`src/rtl/a_plus_b_arb_pkg.sv`:
```
// Shared types and helpers for the a_plus_b round-robin arbiter.
//   state_t  : issue FSM states
//   id_width : bit width needed to index n items (never below 1)
package a_plus_b_arb_pkg;

  typedef enum logic [1:0] {
    IDLE   = 2'd0,
    ISSUE  = 2'd1,
    WAIT_A = 2'd2,
    WAIT_B = 2'd3
  } state_t;

  function automatic int id_width(input int n);
    return (n <= 2) ? 1 : $clog2(n);
  endfunction

endpackage

```
`src/rtl/a_plus_b_arbiter_rr_arbiter.sv`:
```
// Combinational round-robin grant selection.
// Searches req starting at index ptr and wrapping around; the first
// requester found wins.
//   req       : request vector
//   ptr       : index holding highest priority this cycle
//   enable    : when low, no grant is produced
//   grant     : one-hot grant
//   grant_idx : binary index of the granted requester
//   any_grant : a grant was produced
module rr_arbiter #(
  parameter int N    = 4,
  parameter int W_ID = 2
) (
  input  logic [N-1:0]    req,
  input  logic [W_ID-1:0] ptr,
  input  logic            enable,
  output logic [N-1:0]    grant,
  output logic [W_ID-1:0] grant_idx,
  output logic            any_grant
);

  always_comb begin
    int idx;
    idx       = 0;
    grant     = '0;
    grant_idx = '0;
    any_grant = 1'b0;
    if (enable) begin
      for (int off = 0; off < N; off++) begin
        idx = (int'(ptr) + off) % N;
        if (!any_grant && req[idx]) begin
          grant[idx] = 1'b1;
          grant_idx  = W_ID'(idx);
          any_grant  = 1'b1;
        end
      end
    end
  end

endmodule

```
`src/rtl/a_plus_b_arbiter.sv`:
```
// Round-robin scheduler sharing one a_plus_b adder between N_REQ requesters.
// A granted operand pair is registered and offered on the adder's two
// independent operand streams; the requester ID goes into an in-order tag
// queue so each returning sum can be routed back to its issuer.
//   clk, rst                : clock, synchronous active-low reset
//   req_valid/ready/data_a/b: requester operand pairs (packed per requester)
//   op_valid/ready/data_a/b : operand streams to the adder
//   sum_valid/ready/data    : sum stream from the adder
//   rsp_valid/ready/data/id : routed response (rsp_valid one-hot)
//   err_orphan              : sticky flag, sum seen with no tag outstanding
module a_plus_b_arbiter
  import a_plus_b_arb_pkg::*;
#(
  parameter int  N_REQ  = 4,
  parameter int  W_DATA = 8,
  parameter int  D_TAG  = 8,
  localparam int W_ID   = id_width(N_REQ)
) (
  input  logic                    clk,
  input  logic                    rst,
  input  logic [N_REQ-1:0]        req_valid,
  output logic [N_REQ-1:0]        req_ready,
  input  logic [N_REQ*W_DATA-1:0] req_data_a,
  input  logic [N_REQ*W_DATA-1:0] req_data_b,
  output logic                    op_valid_a,
  input  logic                    op_ready_a,
  output logic [W_DATA-1:0]       op_data_a,
  output logic                    op_valid_b,
  input  logic                    op_ready_b,
  output logic [W_DATA-1:0]       op_data_b,
  input  logic                    sum_valid,
  output logic                    sum_ready,
  input  logic [W_DATA:0]         sum_data,
  output logic [N_REQ-1:0]        rsp_valid,
  input  logic [N_REQ-1:0]        rsp_ready,
  output logic [W_DATA:0]         rsp_data,
  output logic [W_ID-1:0]         rsp_id,
  output logic                    err_orphan
);

  localparam int W_PTR = id_width(D_TAG);
  localparam int W_CNT = $clog2(D_TAG + 1);

  state_t            state_q, state_d;
  logic [W_ID-1:0]   ptr_q, ptr_d;
  logic [W_DATA-1:0] op_a_q, op_a_d;
  logic [W_DATA-1:0] op_b_q, op_b_d;
  logic [W_ID-1:0]   tag_mem_q [D_TAG];
  logic [W_ID-1:0]   tag_mem_d [D_TAG];
  logic [W_PTR-1:0]  wr_ptr_q, wr_ptr_d;
  logic [W_PTR-1:0]  rd_ptr_q, rd_ptr_d;
  logic [W_CNT-1:0]  count_q, count_d;
  logic              err_orphan_q, err_orphan_d;

  logic              empty, full;
  logic [W_ID-1:0]   head;
  logic              arb_enable;
  logic [N_REQ-1:0]  grant;
  logic [W_ID-1:0]   grant_idx;
  logic              any_grant;
  logic              push, pop;

  assign empty = (count_q == '0);
  assign full  = (count_q == W_CNT'(D_TAG));
  assign head  = tag_mem_q[rd_ptr_q];

  // A full queue blocks arbitration outright, even if a sum pops this cycle.
  assign arb_enable = rst && (state_q == IDLE) && !full;

  rr_arbiter #(
    .N    (N_REQ),
    .W_ID (W_ID)
  ) u_rr (
    .req       (req_valid),
    .ptr       (ptr_q),
    .enable    (arb_enable),
    .grant     (grant),
    .grant_idx (grant_idx),
    .any_grant (any_grant)
  );

  assign req_ready  = grant;
  assign push       = any_grant;
  assign sum_ready  = rst && !empty && rsp_ready[head];
  assign pop        = sum_valid && sum_ready;
  assign rsp_data   = sum_data;
  assign rsp_id     = head;
  assign op_data_a  = op_a_q;
  assign op_data_b  = op_b_q;
  assign err_orphan = rst && err_orphan_q;

  always_comb begin
    rsp_valid = '0;
    for (int i = 0; i < N_REQ; i++) begin
      rsp_valid[i] = rst && sum_valid && !empty && (head == W_ID'(i));
    end
  end

  // Issue FSM: each operand stream handshakes independently, so after
  // ISSUE we may still owe one side in WAIT_A or WAIT_B.
  always_comb begin
    state_d    = state_q;
    op_valid_a = 1'b0;
    op_valid_b = 1'b0;
    case (state_q)
      IDLE: begin
        if (push) state_d = ISSUE;
      end
      ISSUE: begin
        op_valid_a = rst;
        op_valid_b = rst;
        if (op_ready_a && op_ready_b) state_d = IDLE;
        else if (op_ready_a)          state_d = WAIT_B;
        else if (op_ready_b)          state_d = WAIT_A;
      end
      WAIT_A: begin
        op_valid_a = rst;
        if (op_ready_a) state_d = IDLE;
      end
      WAIT_B: begin
        op_valid_b = rst;
        if (op_ready_b) state_d = IDLE;
      end
      default: state_d = IDLE;
    endcase
  end

  always_comb begin
    op_a_d       = op_a_q;
    op_b_d       = op_b_q;
    ptr_d        = ptr_q;
    tag_mem_d    = tag_mem_q;
    wr_ptr_d     = wr_ptr_q;
    rd_ptr_d     = rd_ptr_q;
    count_d      = count_q;
    err_orphan_d = err_orphan_q | (sum_valid && empty);

    if (push) begin
      op_a_d              = req_data_a[int'(grant_idx)*W_DATA +: W_DATA];
      op_b_d              = req_data_b[int'(grant_idx)*W_DATA +: W_DATA];
      ptr_d               = (grant_idx == W_ID'(N_REQ - 1)) ? '0 : grant_idx + W_ID'(1);
      tag_mem_d[wr_ptr_q] = grant_idx;
      wr_ptr_d            = (wr_ptr_q == W_PTR'(D_TAG - 1)) ? '0 : wr_ptr_q + W_PTR'(1);
    end

    if (pop) begin
      rd_ptr_d = (rd_ptr_q == W_PTR'(D_TAG - 1)) ? '0 : rd_ptr_q + W_PTR'(1);
    end

    case ({push, pop})
      2'b10:   count_d = count_q + W_CNT'(1);
      2'b01:   count_d = count_q - W_CNT'(1);
      default: count_d = count_q;
    endcase
  end

  always_ff @(posedge clk) begin
    if (!rst) begin
      state_q      <= IDLE;
      ptr_q        <= '0;
      op_a_q       <= '0;
      op_b_q       <= '0;
      tag_mem_q    <= '{default: '0};
      wr_ptr_q     <= '0;
      rd_ptr_q     <= '0;
      count_q      <= '0;
      err_orphan_q <= 1'b0;
    end else begin
      state_q      <= state_d;
      ptr_q        <= ptr_d;
      op_a_q       <= op_a_d;
      op_b_q       <= op_b_d;
      tag_mem_q    <= tag_mem_d;
      wr_ptr_q     <= wr_ptr_d;
      rd_ptr_q     <= rd_ptr_d;
      count_q      <= count_d;
      err_orphan_q <= err_orphan_d;
    end
  end

endmodule

```
`config.mk`:
```
export PLATFORM = sky130hd
export DESIGN_NAME = a_plus_b_arbiter
export DESIGN_NICKNAME = d
export VERILOG_FILES = /design/src/rtl/a_plus_b_arb_pkg.sv /design/src/rtl/a_plus_b_arbiter_rr_arbiter.sv /design/src/rtl/a_plus_b_arbiter.sv
export SDC_FILE = /design/constraint.sdc
export NUM_CORES = 1
export LEC_CHECK = 0
export BUFFER_PORTS_ARGS = -buffer_cell sky130_fd_sc_hd__buf_2
export CORE_MARGIN = 5
export CORE_UTILIZATION = 50
export DETAILED_ROUTE_END_ITERATION = 8
export GPL_TIMING_DRIVEN = 0
export HOLD_SLACK_MARGIN = 0.05
export PLACE_DENSITY = 0.87
export SYNTH_ARGS = -nofsm -noshare
export SYNTH_HDL_FRONTEND = slang
export SYNTH_SLANG_ARGS = --single-unit
```
`constraint.sdc`:
```
create_clock -name clk -period 3.7 [get_ports clk]
set_input_delay 0.37 -clock clk [delete_from_list [all_inputs] [get_ports clk]]
set_output_delay 0.37 -clock clk [all_outputs]
set_load 0.005 [all_outputs]
```
==> flow_metrics.tcl, run 1 <==
set metrics [dict create \
    run_status "complete, no violations" \
    synth_simple_gate_area_share_pct 17.8 \
    cts-hold-fix-buffers 0 \
    die_y_um 90.8 \
    syn_avg_cell_area_um2 9.12 \
    placementRows 29 \
    post-synth-top-area-cell "sky130_fd_sc_hd__dfxtp_1" \
    portBuffers 114 \
    worst-setup-path-type "reg2reg" \
    clock_tree.root_cell "sky130_fd_sc_hd__clkbuf_8" \
    yosysWarnings 0 \
    post_synth_adder_cell_area_pct 7.90 \
    vias 3155 \
    worstPathCellList "clkbuf_4 > mux4_2 > mux2_2 > mux4_2 > nand2_2 > inv_1 > ha_1 > ha_1 > a21o_1 > a21oi_2 > xnor2_1 > or3_1 > a21oi_1" \
    critical_path.startpoint_type "register" \
    fin_worst_skew_ps 13.3 \
    setup.worst_path.start "rd_ptr_q[0]" \
    largest_family_of_logic_cells_by_synthesized_area "multiplexers" \
    postSynthCellCount 358 \
    fp.coreArea_um2 6350 \
    worst_reg2reg_setup_slack_ps 220 \
    tritoncts_clock_tree "built" \
    mappedNetlistNets 464 \
    max_freq_mhz 287 \
    synth_enable_flop_cells 0 \
    p_clk_share_pct 12.4 \
    design.final.nets 585 \
    synth_cell_types 52 \
    p_sw_uw 1020 \
    timing_hold_violations_final 0 \
    worstReg2RegStart "rd_ptr_q[0]" \
    min_period_over_period_pct 94.1 \
    cap_viol_max_count 0 \
    globalplace.congestion 0.846 \
    cts_buffers 5 \
    critical_path.slowest_cell "sky130_fd_sc_hd__mux4_2" \
    net_switching_share_of_the_total_power_pct 42.0 \
    yosys.area.top_type_share_pct 28.8 \
    cts_num_sinks 47 \
    worst_setup_path_end_kind "register" \
    holdCritPathClass "in2reg" \
    grt_usage_pct 21.1 \
    i_o_pin_count 125 \
    die_w_um 90.8 \
    synth-seq-area-share_pct 28.8 \
    timing.final.setup_violations 0 \
    async_flop_share_pct 0 \
    maximum_number_of_pins_on_one_net_before_global_route_repair 20 \
    cts-root-to-sink-buffers 2 \
    power_per_cell_area_nw_per_um2 602 \
    internal_power_uw 1410 \
    antenna_found_initial 0 \
    routed_wirelength_um 9000 \
    finalCoreUtilization_pct 63.7 \
    preCtsSetupSlack_ps -85.8 \
    initial_utilization_pct 51.4 \
    synth.most_common_cell "sky130_fd_sc_hd__dfxtp_1" \
    seq_power_share_pct 30.4 \
    post-route-drc-count 0 \
    max_stage_delay_ps 510 \
    layout_setup_ws_ps 217 \
    grt_overflow 0 \
    timing_worst_slew_pin_value_ps 723 \
    power.leakage_uw 0.00186 \
    postRouteAntennaNets 0 \
    first_pass_iters 4 \
    finalNonFillerCells 556 \
    worst_setup_hold_path_clk_slew_ps 90 \
    number_of_levels_the_h_tree_was_split_into 2 \
    fin_worst_hold_slack_ps 345 \
    comb_power_share_pct 57.2 \
    dpl.hpwl_um 7110 \
    detailedRoute.firstIterationViolations 131 \
    global_route_wire_length_before_repair_um 14700 \
    cp.arrival_ps 3720 \
    synth.top_cells.by_count "47 x sky130_fd_sc_hd__dfxtp_1, 46 x sky130_fd_sc_hd__mux2i_1, 35 x sky130_fd_sc_hd__nor2_1" \
    report.final.slew_viol_count 0 \
    layout-area-overhead-vs-synth_pct 24.0 \
    holdCritStartpoint "sum_valid" \
    flip_flop_and_latch_count_after_synthesis 47 \
    critical_path.max_fanout 6 \
    place_inst 549 \
    rsz0062_at_grt "no" \
    max_slew_margin_pct 51.6 \
    mappedNetlistArea_um2 3260 \
    post-layout-total-power_uw 2440 \
    critPathRequiredTime_ps 3940 \
    routed_via_density 5.67 \
    post_layout_minimum_cycle_time_ps 3480 \
    synth.area.mux_share_pct 21.0 \
    post_drt_wl_per_cell_um 16.2 \
    diodes 0 \
    yosys.area_share.xor_xnor_pct 1.84 \
    clock_insertion_delay_worst_skew_ps 300 \
    synth_compound_area_share_pct 14.7 \
    dominantRegCellSynth "sky130_fd_sc_hd__dfxtp_1" \
    fp.dieArea_um2 8240 \
    final_layout_size_suffix_gt1_share_pct 34.0 \
    number_of_global_route_vias_before_repair 3219 \
    max-vdd-ir-drop_v 0.000388 \
    synth.area.top_cells "sky130_fd_sc_hd__dfxtp_1 29%, sky130_fd_sc_hd__mux2i_1 14%, sky130_fd_sc_hd__ha_1 7.3%" \
]
==> placed cells by master (no fill, tap or decap), types with 5 or more instances in the layout <==
| cell type | instances |
|---|---|
| sky130_fd_sc_hd__mux4_2 | 8 |
| sky130_fd_sc_hd__nor3_1 | 7 |
| sky130_fd_sc_hd__inv_1 | 17 |
| sky130_fd_sc_hd__buf_2 | 118 |
| sky130_fd_sc_hd__ha_1 | 18 |
| sky130_fd_sc_hd__a211oi_1 | 6 |
| sky130_fd_sc_hd__nand2_1 | 8 |
| sky130_fd_sc_hd__nor2_1 | 35 |
| sky130_fd_sc_hd__nand3_1 | 23 |
| sky130_fd_sc_hd__dfxtp_1 | 47 |
| sky130_fd_sc_hd__clkbuf_8 | 5 |
| sky130_fd_sc_hd__and2_1 | 6 |
| sky130_fd_sc_hd__o221ai_1 | 16 |
| sky130_fd_sc_hd__mux2i_1 | 46 |
| sky130_fd_sc_hd__clkbuf_1 | 13 |
| sky130_fd_sc_hd__a21oi_1 | 12 |
| sky130_fd_sc_hd__buf_4 | 12 |
| sky130_fd_sc_hd__nand2b_1 | 10 |
==> cell type report <==
cell class / instances / area (um2)
Fill cell: 499 / 2300
Inverter: 18 / 67.6
Clock inverter: 2 / 13.8
Clock buffer: 5 / 68.8
Timing Repair Buffer: 116 / 586
Multi-Input combinational cell: 259 / 2080
Tap cell: 77 / 96.3
Sequential cell: 47 / 941
Buffer: 32 / 190
==> registers in the layout (all words and copies together) (netlist names) <==
name / flops
count_q: 4
err_orphan_q: 1
op_data_a: 8
op_data_b: 8
ptr_q: 2
rd_ptr_q: 3
state_q: 2
tag_mem_q: 16
wr_ptr_q: 3
==> worst paths after layout <==
check / to / cells past startpoint
worst min register to register: err_orphan_q / 2
worst max-delay path: count_q[3] / 13
worst max register to register: count_q[3] / 13
worst min-delay path: err_orphan_q / 3
==> repair_timing <==
action	in CTS	in global routing
gates resized for setup	1	8
pin swaps	0	1
endpoints found under the hold margin	0	0
endpoints found under the setup margin	9	20
setup buffers	0	2
cloned	0	0
==> worst max-delay path: cells and delay by family, from the launching register on <==
kind	cells	cell delay, ps
muxes	3	1330
adders and majority gates	2	490
AOI/OAI and AO/OA	3	470
and+or+nand+nor	2	440
DFF	1	350
buffers and inverters	2	250
xor gates and xnor gates	1	90
==> cell families after synthesis <==
logic type      Yosys count
simple gates            112
compound gates           63
mux                      58
buf+inv                  52
flops                    47
fa+ha+maj                20
xor+xnor                  6
==> through the flow <==
step	setup TNS [ps]	cell area, um2
after detailed placement	-190	3930
final	0	4050
after global placement	0	3930
after global routing	0	4050
after floorplan	0	3260
after CTS	0	4010
==> layer usage <==
metal / global-route usage [%] / part of all wire [%] / vias to the layer above
met5: 0 / 0 / -
met3: 6.00 / 7.5 / 17
met1: 25.1 / 41 / 1462
met2: 36.9 / 50 / 130
met4: 5.62 / 1.5 / 0
li1: - / - / 1546
==> power groups by stage <==
| stage | clock (uW) | combinational (uW) | sequential (uW) |
|---|---|---|---|
| after floorplan | 0 | 973 | 736 |
| after global placement | 0 | 1320 | 740 |
| after detailed placement | 0 | 1370 | 743 |
| after CTS | 309 | 1360 | 735 |
| after global routing | 327 | 1530 | 753 |
| final | 302 | 1390 | 740 |
Power figures use the tool's default switching activity.
==> run 2, diff against run 1 <==
--- a/config.mk
+++ b/config.mk
@@ -8,6 +8,7 @@
 export BUFFER_PORTS_ARGS = -buffer_cell sky130_fd_sc_hd__buf_2
 export CORE_MARGIN = 5
 export CORE_UTILIZATION = 50
+export CTS_BUF_LIST = sky130_fd_sc_hd__clkbuf_4
 export DETAILED_ROUTE_END_ITERATION = 8
 export GPL_TIMING_DRIVEN = 0
 export HOLD_SLACK_MARGIN = 0.05
==> constraint.sdc (replaced) <==
create_clock -name clk -period 3.7 [get_ports clk]
set_input_delay 0.37 -clock clk [delete_from_list [all_inputs] [get_ports clk]]
set_output_delay 0.37 -clock clk [all_outputs]
set_load 0.05 [all_outputs]
==> run 2 against run 1 <==
- sequential power about the same
- fmax down 0.70%
- clock skew up 12 ps
- clock-buffer cell count unchanged
- routed wire length down 0.39%
- clock power down 22%
- cell count down 0.36%
- critical path type unchanged
- critical endpoint unchanged
==> flow_metrics.tcl, run 2 (same netlist as run 1, synthesis figures left out) <==
set metrics [dict create \
    run_status "complete, no violations" \
    max_freq_mhz 285 \
    critical_path.max_fanout 6 \
    postRouteAntennaNets 0 \
    initial_utilization_pct 51.4 \
    fill_cells 500 \
    timing_worst_slew_pin_value_ps 696 \
    vias 3128 \
    holdCritPathClass "in2reg" \
    max_ffs_per_register 16 \
    cts-root-to-sink-buffers 2 \
    fp.dieArea_um2 8240 \
    number_of_levels_the_h_tree_was_split_into 2 \
    antenna_found_initial 0 \
    design.final.nets 583 \
    worst_setup_path_end_kind "register" \
    finalCoreUtilization_pct 62.9 \
    mostFrequentLayoutCell "sky130_fd_sc_hd__buf_2" \
    portBuffers 114 \
    rsz0062_at_grt "no" \
    report.final.slew_viol_count 0 \
    dpl.hpwl_um 7110 \
    postCtsSetupRepairBufs 0 \
    cap_viol_max_count 0 \
    timing.final.setup_violations 0 \
    grt_overflow 0 \
    layout_setup_ws_ps 192 \
    fin_worst_skew_ps 25.0 \
    routed_wirelength_um 8970 \
    cts-hold-fix-buffers 0 \
    power.leakage_uw 0.00184 \
    die_w_um 90.8 \
    worst_setup_hold_path_clk_slew_ps 140 \
    final_cell_mix "119 x sky130_fd_sc_hd__buf_2, 47 x sky130_fd_sc_hd__dfxtp_1, 46 x sky130_fd_sc_hd__mux2i_1" \
    clock_insertion_delay_worst_skew_ps 360 \
    diodes 0 \
    global_route_wire_length_before_repair_um 14700 \
    routed_via_density 5.65 \
    cp.arrival_ps 3810 \
    critical_path.startpoint_type "register" \
    fin_worst_hold_slack_ps 276 \
    power_per_cell_area_nw_per_um2 693 \
    final_layout_size_suffix_gt1_share_pct 34.2 \
    detailedRoute.firstIterationViolations 133 \
    critPathRequiredTime_ps 4000 \
    fp.coreArea_um2 6350 \
    layout-area-overhead-vs-synth_pct 22.3 \
    max-vdd-ir-drop_v 0.000522 \
    post-route-drc-count 0 \
    cts_num_sinks 47 \
    grt_usage_pct 20.9 \
    clock_tree.root_cell "sky130_fd_sc_hd__clkbuf_4" \
    tritoncts_clock_tree "built" \
    post_layout_minimum_cycle_time_ps 3510 \
    maximum_number_of_pins_on_one_net_before_global_route_repair 20 \
    post_drt_wl_per_cell_um 16.2 \
    max_slew_margin_pct 52.9 \
    globalplace.congestion 0.846 \
    first_pass_iters 7 \
    preCtsSetupSlack_ps -85.8 \
    timing_hold_violations_final 0 \
    i_o_pin_count 125 \
    die_y_um 90.8 \
    top_register "tag_mem_q" \
    placementRows 29 \
    cts_buffers 5 \
    min_period_over_period_pct 94.8 \
    worst-setup-path-type "reg2reg" \
    number_of_global_route_vias_before_repair 3219 \
]
## run 2: cell count changes in the layout (fill, tap and decap cells not counted)
cell	change
sky130_fd_sc_hd__o21ai_2	+1
sky130_fd_sc_hd__clkinv_1	-1
sky130_fd_sc_hd__clkbuf_1	-1
sky130_fd_sc_hd__clkbuf_4	+3
sky130_fd_sc_hd__clkinv_2	+1
sky130_fd_sc_hd__clkbuf_2	+1
sky130_fd_sc_hd__buf_2	+1
sky130_fd_sc_hd__clkbuf_8	-5
sky130_fd_sc_hd__ha_4	-1
sky130_fd_sc_hd__o21ai_1	-1
sky130_fd_sc_hd__ha_1	+1
sky130_fd_sc_hd__buf_4	-1
## run 2: timing repair
action	in CTS	in global routing
endpoints found under the setup margin	9	12
gates resized for setup	4	6
gates cloned	0	0
## run 2: path summary, 6_finish.rpt
check,cells past startpoint,start,end,slack [ps]
setup / recovery,13,rd_ptr_q[0],count_q[3],190
hold / removal,3,sum_valid,err_orphan_q,280
setup reg to reg,13,rd_ptr_q[0],count_q[3],190
hold reg to reg,2,err_orphan_q,err_orphan_q,490
## run 2: stage by stage
| stage | std cells | total power [uW] | instance area (um2) | TNS [ps] |
|---|---|---|---|---|
| final | 554 | 2770 | 3990 | 0 |
| after global routing | 554 | 2930 | 3990 | 0 |
| after CTS | 555 | 2770 | 3980 | 0 |
| after detailed placement | 549 | 2530 | 3930 | -190 |
| after global placement | 549 | 2480 | 3930 | 0 |
| after floorplan | 358 | 2130 | 3260 | 0 |
## run 2: routing by layer
metal	up-vias	track usage [%]	share of wire [%]
met1	1453	25.3	40
met4	0	5.38	1.3
li1	1536	-	-
met5	-	0	0
met2	125	36.4	50
met3	14	5.75	7.9
## run 2: cell type report
class | count | area [um2] | share of cell area, %
Inverter | 18 | 68.8 | 1.72
Buffer | 32 | 189 | 4.73
Tap cell | 77 | 96.3 | 2.41
Timing Repair Buffer | 114 | 571 | 14.3
Clock buffer | 5 | 37.5 | 0.940
Clock inverter | 2 | 13.8 | 0.345
Multi-Input combinational cell | 259 | 2070 | 52.0
Sequential cell | 47 | 941 | 23.6
## run 2: critical path: stages, from the launching register on
cell and delay, ps:
sky130_fd_sc_hd__dfxtp_1 370, sky130_fd_sc_hd__buf_4 170, sky130_fd_sc_hd__mux4_2 510, sky130_fd_sc_hd__mux2_2 330, sky130_fd_sc_hd__mux4_2 490, sky130_fd_sc_hd__nand2_2 140
sky130_fd_sc_hd__inv_1 50, sky130_fd_sc_hd__ha_1 200, sky130_fd_sc_hd__ha_1 290, sky130_fd_sc_hd__a21o_1 190, sky130_fd_sc_hd__a21oi_2 150, sky130_fd_sc_hd__xnor2_1 100
sky130_fd_sc_hd__or3_1 310, sky130_fd_sc_hd__a21oi_1 150
## run 2: power breakdown
| group | switching (uW) | internal [uW] | total (uW) |
|---|---|---|---|
| registers | 98.4 | 640 | 738 |
| clock network | 165 | 71.0 | 236 |
| logic | 1170 | 626 | 1790 |
==> run 3, diff against run 2 <==
--- a/config.mk
+++ b/config.mk
@@ -9,10 +9,12 @@
 export CORE_MARGIN = 5
 export CORE_UTILIZATION = 50
 export CTS_BUF_LIST = sky130_fd_sc_hd__clkbuf_4
+export CTS_CLUSTER_DIAMETER = 60
 export DETAILED_ROUTE_END_ITERATION = 8
 export GPL_TIMING_DRIVEN = 0
 export HOLD_SLACK_MARGIN = 0.05
 export PLACE_DENSITY = 0.87
 export SYNTH_ARGS = -nofsm -noshare
 export SYNTH_HDL_FRONTEND = slang
+export SYNTH_HIERARCHICAL = 1
 export SYNTH_SLANG_ARGS = --single-unit
==> run 3 against run 2 <==
- die area is 0.51% lower
- synthesized area is 0.57% lower
- clock-buffer cell count stayed put
- cell count is 6.1% lower
- setup slack worse by 13 ps
- synthesized cell count is 10% lower
- power is 6.8% lower
- largest cell class unchanged
==> flow_metrics.tcl, run 3 <==
set metrics [dict create \
    global_route_wire_length_before_repair_um 13800 \
    max_stage_delay_ps 520 \
    routed_via_density 5.63 \
    worst-setup-path-type "reg2reg" \
    globalplace.congestion 0.820 \
    critical_path.slowest_cell "sky130_fd_sc_hd__mux4_2" \
    synth_enable_flop_cells 0 \
    whs_endpoint "err_orphan_q" \
    cts-hold-fix-buffers 0 \
    cp.arrival_ps 3840 \
    flip_flop_and_latch_count_after_synthesis 47 \
    synth.most_common_cell "sky130_fd_sc_hd__nor2_1" \
    cts_buffers 5 \
    post_layout_minimum_cycle_time_ps 3520 \
    max-vdd-ir-drop_v 0.000404 \
    mostFrequentLayoutCell "sky130_fd_sc_hd__buf_2" \
    synth_cell_types 48 \
    timing_hold_violations_final 0 \
    vias 2926 \
    gr-max-usage-layer "met2" \
    post_drt_wl_per_cell_um 16.1 \
    detailedRoute.firstIterationViolations 141 \
    routed_wirelength_um 8360 \
    worst_setup_hold_path_clk_slew_ps 150 \
    placementRows 29 \
    dominantRegCellSynth "sky130_fd_sc_hd__dfxtp_1" \
    postRouteAntennaNets 0 \
    post-synth-top-area-cell "sky130_fd_sc_hd__dfxtp_1" \
    cts-root-to-sink-buffers 2 \
    timing.final.setup_violations 0 \
    worstPathCellList "buf_6 > mux2_1 > mux4_2 > mux4_2 > nand2_4 > inv_1 > ha_1 > ha_1 > a21o_1 > a21oi_1 > xnor2_1 > or3_1 > a21oi_1" \
    fin_worst_hold_slack_ps 289 \
    yosysWarnings 6 \
    first_pass_iters 4 \
    yosys.area.top_type_share_pct 29.0 \
    holdCritPathClass "in2reg" \
    number_of_levels_the_h_tree_was_split_into 2 \
    worstReg2RegStart "rd_ptr_q[0]" \
    run_status "complete, no violations" \
    top_register "tag_mem_q" \
    portBuffers 113 \
    holdCritStartpoint "sum_valid" \
    worstRegToRegCells 13 \
    fin_worst_skew_ps 14.7 \
    async_flop_share_pct 0 \
    worst_setup_path_end_kind "register" \
    grt_usage_pct 20.1 \
    footprint_of_the_multi_input_gates_um2 2070 \
    power_per_cell_area_nw_per_um2 635 \
    report.final.slew_viol_count 0 \
    clock_tree.root_cell "sky130_fd_sc_hd__clkbuf_4" \
    i_o_pin_count 125 \
    post-route-drc-count 0 \
    min_period_over_period_pct 95.2 \
    fill_cells 528 \
    final_cell_mix "116 x sky130_fd_sc_hd__buf_2, 49 x sky130_fd_sc_hd__nor2_1, 45 x sky130_fd_sc_hd__dfxtp_1" \
    worst-path-buf-inv 2 \
    design.final.nets 549 \
    clock_insertion_delay_worst_skew_ps 370 \
    critical_path.max_fanout 8 \
    cts_num_sinks 47 \
    die_w_um 90.6 \
    final_layout_size_suffix_gt1_share_pct 41.3 \
    die_y_um 90.6 \
    timing_worst_slew_pin_value_ps 743 \
    layout-area-overhead-vs-synth_pct 25.2 \
    dpl.hpwl_um 6690 \
    mappedNetlistArea_um2 3250 \
    mappedNetlistNets 428 \
    antenna_found_initial 0 \
    postSynthCellCount 321 \
    synth.area.top_cells "sky130_fd_sc_hd__dfxtp_1 29%, sky130_fd_sc_hd__mux4_2 16%, sky130_fd_sc_hd__mux2i_1 13%" \
    max_slew_margin_pct 50.4 \
    tritoncts_clock_tree "built" \
    grt_util_met2_pct 36.7 \
    synth.top_cells.by_count "49 x sky130_fd_sc_hd__nor2_1, 47 x sky130_fd_sc_hd__dfxtp_1, 41 x sky130_fd_sc_hd__mux2i_1" \
    critical_path.startpoint_type "register" \
    holdPathStages 3 \
    syn_avg_cell_area_um2 10.1 \
    critical_path.top_delay_family "multiplexers" \
    worst_reg2reg_setup_slack_ps 180 \
    fp.coreArea_um2 6350 \
    max_freq_mhz 284 \
    met1_usage_pct 22.7 \
    cap_viol_max_count 0 \
    fp.dieArea_um2 8200 \
    finalCoreUtilization_pct 64.0 \
    power.leakage_uw 0.00194 \
    critPathRequiredTime_ps 4020 \
    synth-seq-area-share_pct 29.0 \
    maximum_number_of_pins_on_one_net_before_global_route_repair 17 \
    layout.area.seq_um2 946 \
    r2r-end "count_q[3]" \
    grt_use_met3_pct 5.50 \
    diodes 0 \
    initial_utilization_pct 51.1 \
    number_of_global_route_vias_before_repair 3042 \
    grt_overflow 0 \
    max_ffs_per_register 16 \
]
run 3: worst reg2reg max path, stage by stage, from the launching register on:
cell and delay, ps:
sky130_fd_sc_hd__dfxtp_1 390, sky130_fd_sc_hd__buf_6 160, sky130_fd_sc_hd__mux2_1 330, sky130_fd_sc_hd__mux4_2 520
sky130_fd_sc_hd__mux4_2 510, sky130_fd_sc_hd__nand2_4 120, sky130_fd_sc_hd__inv_1 50, sky130_fd_sc_hd__ha_1 210
sky130_fd_sc_hd__ha_1 280, sky130_fd_sc_hd__a21o_1 170, sky130_fd_sc_hd__a21oi_1 180, sky130_fd_sc_hd__xnor2_1 100
sky130_fd_sc_hd__or3_1 310, sky130_fd_sc_hd__a21oi_1 140
run 3: area by class of cell:
| type | instances | share of cell area (%) |
|---|---|---|
| buffer | 31 | 4.56 |
| clock buffer | 5 | 0.924 |
| clock inverter | 3 | 1.76 |
| inverter | 14 | 1.39 |
| multi-input combinational | 226 | 51.1 |
| sequential | 47 | 23.3 |
| tap | 77 | 2.37 |
| timing repair buffer | 117 | 14.7 |
run 3: worst max-delay path by stage:
stage                start            to  slack (ps)  depth (start not counted)
6_report       rd_ptr_q[0]    count_q[3]         180                         13
5_1_grt           ptr_q[0]    count_q[3]         -10                         14
4_1_cts           ptr_q[0]  op_data_b[4]          40                         13
3_5_place_dp      ptr_q[1]    count_q[3]        -430                         16
3_3_place_gp      ptr_q[1]    count_q[3]        -310                         16
2_1_floorplan     ptr_q[1]    count_q[3]          40                         16
run 3: logic make-up (layout without fill, tap and decap cells):
| group | after synthesis | after routing | synth area share (%) |
|---|---|---|---|
| compound gates | 33 | 33 | 7.59 |
| xor+xnor | 3 | 3 | 0.810 |
| fa+ha+maj | 21 | 21 | 8.33 |
| buf+inv | 48 | 170 | 7.48 |
| flops | 47 | 47 | 29.0 |
| mux | 71 | 71 | 31.8 |
| simple gates | 98 | 98 | 15.0 |
run 3: layer usage:
metal / wire length [um] / vias up / share of wire, %
met1: 3320 / 1402 / 40
met5: 0 / - / 0
met2: 4300 / 117 / 51
met3: 596 / 13 / 7.1
li1: - / 1394 / -
met4: 150 / 0 / 1.8
run 3: power breakdown:
part,total (uW),switching (uW),internal [uW]
clock network,397,182,215
registers,682,82.1,600
logic,1500,895,605
total,2580,1160,1420
run 3: repair_timing:
| item | CTS | global route |
|---|---|---|
| resized for setup | 6 | 8 |
| pin swaps | 0 | 1 |
| endpoints found under the setup margin | 15 | 13 |
| setup buffers | 0 | 4 |
run 3: metrics by stage:
stage / std cells / total power [uW] / worst slack (ps) / setup TNS [ps] / area [um2]
after CTS: 516 / 2560 / 42.7 / 0 / 4020
after global routing: 520 / 2750 / -13.9 / -13.9 / 4060
final: 520 / 2580 / 179 / 0 / 4060
after floorplan: 321 / 1830 / 35.1 / 0 / 3250
after global placement: 511 / 2090 / -310 / -2910 / 3910
after detailed placement: 511 / 2140 / -427 / -5050 / 3910
